--- config.mk ---
export PLATFORM = sky130hd
export DESIGN_NAME = exec_alu_cluster
export DESIGN_NICKNAME = d
export VERILOG_FILES = /design/src/rtl/exec_alu_cluster_pkg.sv /design/src/rtl/exec_result_fifo.sv /design/src/rtl/exec_alu_cluster.sv
export SDC_FILE = /design/constraint.sdc
export NUM_CORES = 2
export LEC_CHECK = 0
export BUFFER_PORTS_ARGS = -buffer_cell sky130_fd_sc_hd__buf_2
export CAP_MARGIN = 0
export CORE_ASPECT_RATIO = 0.9
export CORE_MARGIN = 2
export CORE_UTILIZATION = 45
export CTS_CLUSTER_SIZE = 20
export DETAILED_ROUTE_END_ITERATION = 8
export PLACE_DENSITY = 0.66
export SLEW_MARGIN = 20
export SYNTH_ARGS = -nofsm -noshare
export SYNTH_HDL_FRONTEND = slang
export SYNTH_SLANG_ARGS = --single-unit
--- constraint.sdc ---
create_clock -name clk -period 11.68 [get_ports clk]
set_clock_uncertainty 0.1 [all_clocks]
set_input_delay 2.336 -clock clk [delete_from_list [all_inputs] [get_ports clk]]
set_output_delay 2.336 -clock clk [all_outputs]
set_load 0.03 [all_outputs]
--- src/rtl/exec_alu_cluster_pkg.sv ---
// Shared types and constants for the ALU execute cluster: opcode encoding,
// result record, multiplier latency, result FIFO depth and the ALU evaluator.
package exec_alu_cluster_pkg;

  localparam int ISSUE_WIDTH     = 2;
  localparam int PREGS           = 64;
  localparam int PHYS_TAG_W      = $clog2(PREGS);
  localparam int ROB_W           = 5;
  localparam int MUL_LAT         = 3;
  localparam int EXEC_FIFO_DEPTH = 4;

  typedef enum logic [3:0] {
    ALU_ADD = 4'd0,
    ALU_SUB = 4'd1,
    ALU_MUL = 4'd2,
    ALU_AND = 4'd3,
    ALU_OR  = 4'd4,
    ALU_XOR = 4'd5
  } alu_op_t;

  typedef struct packed {
    logic [PHYS_TAG_W-1:0] tag;
    logic [ROB_W-1:0]      rob;
    logic [31:0]           value;
  } exec_result_t;

  // Unknown opcodes still produce a broadcast, carrying a zero value.
  function automatic logic [31:0] alu_result(input logic [3:0] op,
                                             input logic [31:0] a,
                                             input logic [31:0] b);
    logic [31:0] r;
    case (op)
      ALU_ADD: r = a + b;
      ALU_SUB: r = a - b;
      ALU_MUL: r = a * b;
      ALU_AND: r = a & b;
      ALU_OR:  r = a | b;
      ALU_XOR: r = a ^ b;
      default: r = 32'd0;
    endcase
    return r;
  endfunction

endpackage

--- src/rtl/exec_result_fifo.sv ---
// Per-lane result FIFO: two ordered pushes (A older than B) and one pop per
// cycle; the count separates full from empty since pointers wrap.
module exec_result_fifo
  import exec_alu_cluster_pkg::*;
#(
  parameter int DEPTH = EXEC_FIFO_DEPTH,
  parameter int CNT_W = $clog2(DEPTH + 1)
) (
  input  logic             clk_i,
  input  logic             reset_i,
  input  logic             flush_i,
  input  logic             push_a_i,
  input  exec_result_t     data_a_i,
  input  logic             push_b_i,
  input  exec_result_t     data_b_i,
  input  logic             pop_i,
  output exec_result_t     head_o,
  output logic             valid_o,
  output logic [CNT_W-1:0] count_o,
  output logic             drop_o
);

  localparam int PTR_W = $clog2(DEPTH);
  localparam logic [CNT_W-1:0] DEPTH_C = CNT_W'(DEPTH);

  exec_result_t     mem_q [DEPTH];
  logic [PTR_W-1:0] rd_ptr_q, rd_ptr_d, wr_ptr_q, wr_ptr_d, wr_ptr_b_s;
  logic [CNT_W-1:0] count_q, count_d, cnt_after_a_s;
  logic             acc_a_s, acc_b_s, do_pop_s;

  // Room is judged on the occupancy before this cycle's pop.
  always_comb begin
    acc_a_s       = push_a_i && (count_q < DEPTH_C);
    cnt_after_a_s = count_q + CNT_W'(acc_a_s);
    acc_b_s       = push_b_i && (cnt_after_a_s < DEPTH_C);
    do_pop_s      = pop_i && (count_q != '0);
    wr_ptr_b_s    = wr_ptr_q + PTR_W'(acc_a_s);
    wr_ptr_d      = wr_ptr_b_s + PTR_W'(acc_b_s);
    rd_ptr_d      = rd_ptr_q + PTR_W'(do_pop_s);
    count_d       = cnt_after_a_s + CNT_W'(acc_b_s) - CNT_W'(do_pop_s);
    drop_o        = (push_a_i && !acc_a_s) || (push_b_i && !acc_b_s);
  end

  always_ff @(posedge clk_i) begin
    if (reset_i || flush_i) begin
      rd_ptr_q <= '0;
      wr_ptr_q <= '0;
      count_q  <= '0;
    end else begin
      rd_ptr_q <= rd_ptr_d;
      wr_ptr_q <= wr_ptr_d;
      count_q  <= count_d;
    end
  end

  always_ff @(posedge clk_i) begin
    if (acc_a_s) mem_q[wr_ptr_q] <= data_a_i;
    if (acc_b_s) mem_q[wr_ptr_b_s] <= data_b_i;
  end

  assign head_o  = mem_q[rd_ptr_q];
  assign valid_o = (count_q != '0);
  assign count_o = count_q;

endmodule

--- src/rtl/exec_alu_cluster.sv ---
// ALU execute cluster: per-lane single-cycle ALU, MUL pipe and result FIFO
// feeding the CDB. Define EXEC_PERF_CNT_EN to add per-lane perf counters.
module exec_alu_cluster
  import exec_alu_cluster_pkg::*;
#(
  parameter int ISSUE_W    = ISSUE_WIDTH,
  parameter int TAG_W      = PHYS_TAG_W,
  parameter int MUL_LAT    = exec_alu_cluster_pkg::MUL_LAT,
  parameter int FIFO_DEPTH = EXEC_FIFO_DEPTH
) (
  input  logic                          clk,
  input  logic                          reset,
  input  logic [ISSUE_W-1:0]            issue_valid,
  input  logic [ISSUE_W-1:0][3:0]       issue_opcode,
  input  logic [ISSUE_W-1:0][31:0]      issue_src1_val,
  input  logic [ISSUE_W-1:0][31:0]      issue_src2_val,
  input  logic [ISSUE_W-1:0][TAG_W-1:0] issue_dst_phys,
  input  logic [ISSUE_W-1:0][4:0]       issue_dst_rob,
  input  logic                          flush,
  output logic [ISSUE_W-1:0]            lane_stall,
  output logic [ISSUE_W-1:0]            cdb_valid,
  output logic [ISSUE_W-1:0][TAG_W-1:0] cdb_tag,
  output logic [ISSUE_W-1:0][31:0]      cdb_value,
  output logic [ISSUE_W-1:0][4:0]       cdb_rob,
  output logic                          overflow_err
`ifdef EXEC_PERF_CNT_EN
  ,
  output logic [ISSUE_W-1:0][31:0]      perf_ops,
  output logic [ISSUE_W-1:0][31:0]      perf_coll
`endif
);

  localparam int CNT_W = $clog2(FIFO_DEPTH + 1);

  logic               kill_s;
  logic [ISSUE_W-1:0] drop_vec_s;
  logic               overflow_q;

  assign kill_s = reset || flush;

  for (genvar l = 0; l < ISSUE_W; l++) begin : g_lane
    logic               issue_ok_s, issue_mul_s, issue_alu_s, push_mul_s;
    exec_result_t       res_s, head_s;
    logic [MUL_LAT-2:0] mul_vld_q;
    exec_result_t       mul_res_q [MUL_LAT-1];
    logic [CNT_W-1:0]   count_s;
    logic               head_vld_s, drop_s;
    int                 slack_s;

    // Decode the issue slot; nothing is accepted in a reset or flush cycle.
    always_comb begin
      issue_ok_s  = issue_valid[l] && !kill_s;
      issue_mul_s = issue_ok_s && (issue_opcode[l] == ALU_MUL);
      issue_alu_s = issue_ok_s && (issue_opcode[l] != ALU_MUL);
      res_s.tag   = issue_dst_phys[l];
      res_s.rob   = issue_dst_rob[l];
      res_s.value = alu_result(issue_opcode[l], issue_src1_val[l], issue_src2_val[l]);
      push_mul_s  = mul_vld_q[MUL_LAT-2] && !kill_s;
      slack_s     = FIFO_DEPTH - int'(count_s) - $countones(mul_vld_q);
    end

    // The product is formed at issue and carried down the pipe.
    always_ff @(posedge clk) begin
      mul_res_q[0] <= res_s;
      for (int s = 1; s < MUL_LAT - 1; s++) mul_res_q[s] <= mul_res_q[s-1];
      if (kill_s) begin
        mul_vld_q <= '0;
      end else begin
        mul_vld_q[0] <= issue_mul_s;
        for (int s = 1; s < MUL_LAT - 1; s++) mul_vld_q[s] <= mul_vld_q[s-1];
      end
    end

    exec_result_fifo #(.DEPTH(FIFO_DEPTH), .CNT_W(CNT_W)) u_fifo (
      .clk_i    (clk),
      .reset_i  (reset),
      .flush_i  (flush),
      .push_a_i (push_mul_s),
      .data_a_i (mul_res_q[MUL_LAT-2]),
      .push_b_i (issue_alu_s),
      .data_b_i (res_s),
      .pop_i    (head_vld_s),
      .head_o   (head_s),
      .valid_o  (head_vld_s),
      .count_o  (count_s),
      .drop_o   (drop_s)
    );

    assign cdb_valid[l]  = head_vld_s;
    assign cdb_tag[l]    = head_s.tag;
    assign cdb_value[l]  = head_s.value;
    assign cdb_rob[l]    = head_s.rob;
    assign lane_stall[l] = (slack_s < 2);
    assign drop_vec_s[l] = drop_s;

`ifdef EXEC_PERF_CNT_EN
    logic [31:0] ops_q, coll_q;

    // Saturating per-lane activity counters, untouched by flush.
    always_ff @(posedge clk) begin
      if (reset) begin
        ops_q  <= 32'd0;
        coll_q <= 32'd0;
      end else begin
        if (issue_ok_s && (ops_q != 32'hFFFF_FFFF)) ops_q <= ops_q + 32'd1;
        if (push_mul_s && issue_alu_s && (coll_q != 32'hFFFF_FFFF)) coll_q <= coll_q + 32'd1;
      end
    end

    assign perf_ops[l]  = ops_q;
    assign perf_coll[l] = coll_q;
`endif
  end

  // Sticky drop flag; only reset clears it.
  always_ff @(posedge clk) begin
    if (reset) begin
      overflow_q <= 1'b0;
    end else if (|drop_vec_s) begin
      overflow_q <= 1'b1;
    end
  end

  assign overflow_err = overflow_q;

endmodule

==> out/qor.yml <==
run_status:
  status: "completed"
yosys:
  synth_top_area_share_pct: 27.9
  yosysWarnings: 0
  syn_area_sq_mm: 0.0589
  syn_nets: 7532
  synth_edf_count: 344
  ys_types: 86
  synth_ff_type: "edfxtp_1"
  yosysSeqAreaShare_pct: 24.0
  synth_area_leader_cell: "fa_1"
  syn_inst: 6086
  ys_seq_elements: 535
  synth.avg_cell_area_sq_um: 9.68
  ys_top_cells_by_area: "fa_1, edfxtp_1, ha_1"
  ys_async_sr_fraction_pct: 0
setup_path:
  timing.rr.start: "g_lane[1].u_fifo.count_o[0]"
  crit_path_start: "issue_src2_val[2]"
  rr_worst_depth: 16
  critPathCaptureType: "register"
  critical_path_class: "in -> reg"
  r2r-end: "g_lane[1].u_fifo.mem_q[1][11]"
  critPathCapture: "g_lane[0].u_fifo.mem_q[2][25]"
  worst_setup_path_start_kind: "primary input"
  critical_path_required_ps: 12030
  crit_arrival_ps: 10280
  critPathMaxFanout: 13
  regToRegSetupSlack_ps: 7470
global_routing:
  grt_max_degree: 65
  grt_pass1_wl_um: 298000
  antenna_found_initial: 19
  first_global_vias: 46164
  globalRouteOverflowTotal: 0
  grt_use_total_pct: 29.8
clock_network:
  cts_tree: "built"
  hold_buffers: 0
  clockRootBuffer: "clkbuf_16"
  htree_levels: 2
  clkLatencyLatePin_ps: 590
  cts-resized-gates: 0
  ctsLongestPathBuffers: 3
  numCtsBuffers: 46
  cts_sinks: 535
  post_cts_buffers: 0
  clk_pin_slew_ps: 70
timing:
  final.setup.tns_ps: 0
  maxSlewHeadroom_pct: 26.3
  finalCriticalPeriod_ps: 9940
  setup_viol: 0
  period_share_pct: 85.1
  worstMarginPinSlew_ps: 1110
  clock.fmax_ghz: 0.101
  finalHoldViolCount: 0
  slew_violations: 0
  rsz0062_at_grt: "false"
detailed_routing:
  drc: 0
  drt_iter0_markers: 5091
  viasPerCell: 5.75
  vias: 45745
  first_pass_iters: 8
  routed_wl_um: 199000
  wl_per_cell_um: 25.0
  ant_nets: 0
layout:
  final_layout_size_suffix_gt1_share_pct: 11.2
  final-seq-area_sq_mm: 0.0142
  area_growth_pct: 8.11
  fill_cells: 11920
  nets: 7631
  multi_input_area_sq_mm: 0.0402
floorplanning:
  start_util_pct: 45.5
  io_pins: 254
  core_area_sq_mm: 0.129
  dieArea_sq_mm: 0.134
  fp-row-count: 125
  die_w_um: 385
  chipHeight_um: 347
hold_path:
  hp-class: "reg -> reg"
job:
  drv_cap: 0
placed_design:
  gp_routability_congestion: 1.03
  port_buffers: 253
  dp_hpwl_um: 153000
==> layer usage <==
metal | global-route usage [%] | share of wire (%) | up-vias
met5 | 0 | 0.048 | -
met4 | 10.7 | 4.4 | 14
met3 | 8.34 | 13 | 502
met2 | 43.2 | 42 | 2681
met1 | 42.6 | 41 | 22805
li1 | - | - | 19743
==> sequential cells by signal, summed over array words and instances (netlist names) <==
| signal | cells |
|---|---|
| g_lane.u_fifo.count_o | 6 |
| g_lane.mul_vld_q | 4 |
| overflow_err | 1 |
| g_lane.u_fifo.wr_ptr_q | 4 |
| g_lane.u_fifo.mem_q | 344 |
| g_lane.u_fifo.rd_ptr_q | 4 |
| g_lane.mul_res_q | 172 |
==> synth_stat cells, types with 129 or more instances <==
cell type / number
inv_1: 921
o21ai_0: 197
edfxtp_1: 344
clkbuf_1: 248
xnor2_1: 221
dfxtp_1: 191
fa_1: 822
nor2_1: 798
mux2_2: 129
ha_1: 461
nand2_1: 799
a21oi_1: 169
==> worst max-delay path: stages <==
cell and delay (ps):
buf_2 240, inv_1 460, buf_4 360, nor2_1 110, fa_1 560, inv_1 50
fa_1 450, fa_1 490, inv_1 50, fa_1 530, ha_1 220, ha_1 290
inv_1 50, fa_1 480, inv_1 50, fa_1 430, ha_1 340, o21ai_0 160
nor3_1 250, o41ai_2 140, a32oi_1 390, a221o_1 560, a31oi_1 290, xor2_1 220
o21ai_0 490, mux2_2 270
==> stage by stage <==
step	hold WS, ps	instance area [sq um]	instances	worst slack, ps	utilization, %
6_report	215	63700	7954	1740	49.2
5_1_grt	225	63700	7943	1420	49.2
4_1_cts	218	63600	7937	1920	49.1
3_5_place_dp	212	62100	7851	1310	47.9
3_3_place_gp	210	62100	7851	1390	47.9
2_1_floorplan	210	58900	6086	2060	-
==> cells by family after synthesis <==
logic type | after synthesis | share of synthesized area (%)
flops | 535 | 24.0
buf+inv | 1259 | 8.06
fa+ha+maj | 1283 | 37.7
compound gates | 696 | 7.61
simple gates | 1797 | 12.3
xor+xnor | 289 | 4.31
mux | 227 | 5.97
==> how the worst min path moves through the flow <==
stage / endpoint / depth (start not counted) / start
after CTS: g_lane[0].mul_res_q[0][48] / 0 / g_lane[0].mul_res_q[0][5]
final: g_lane[0].mul_res_q[0][48] / 0 / g_lane[0].mul_res_q[0][5]
after floorplan: g_lane[0].mul_res_q[0][43] / 0 / g_lane[0].mul_res_q[0][0]
after global placement: g_lane[1].mul_res_q[0][68] / 0 / g_lane[1].mul_res_q[0][25]
after global routing: g_lane[1].mul_res_q[0][65] / 0 / g_lane[1].mul_res_q[0][22]
after detailed placement: g_lane[0].mul_res_q[0][46] / 0 / g_lane[0].mul_res_q[0][3]
==> final cells by class <==
cell class,instances,share of cell area (%)
well taps,1714,3.37
repair buffers,345,3.07
flip-flops and latches,535,22.2
inverters,965,5.69
clock inverters,21,0.452
clock buffers,65,2.01
multi-input cells,4292,63.1
diodes,17,0.0668
==> layout by cell type (no fill, tap or decap), drive strengths merged, types with 53 or more instances in the layout <==
cell / instances
inv: 935
dfxtp: 191
a21oi: 169
fa: 822
o21ai: 200
mux2: 131
a21o: 57
edfxtp: 344
nand2: 800
xnor2: 222
clkbuf: 65
buf: 345
xor2: 67
nor2: 798
ha: 461
a221oi: 53
mux4: 86
Power is not shown: default switching activity piles up to over one toggle a cycle in this logic, so the estimate is an artifact.
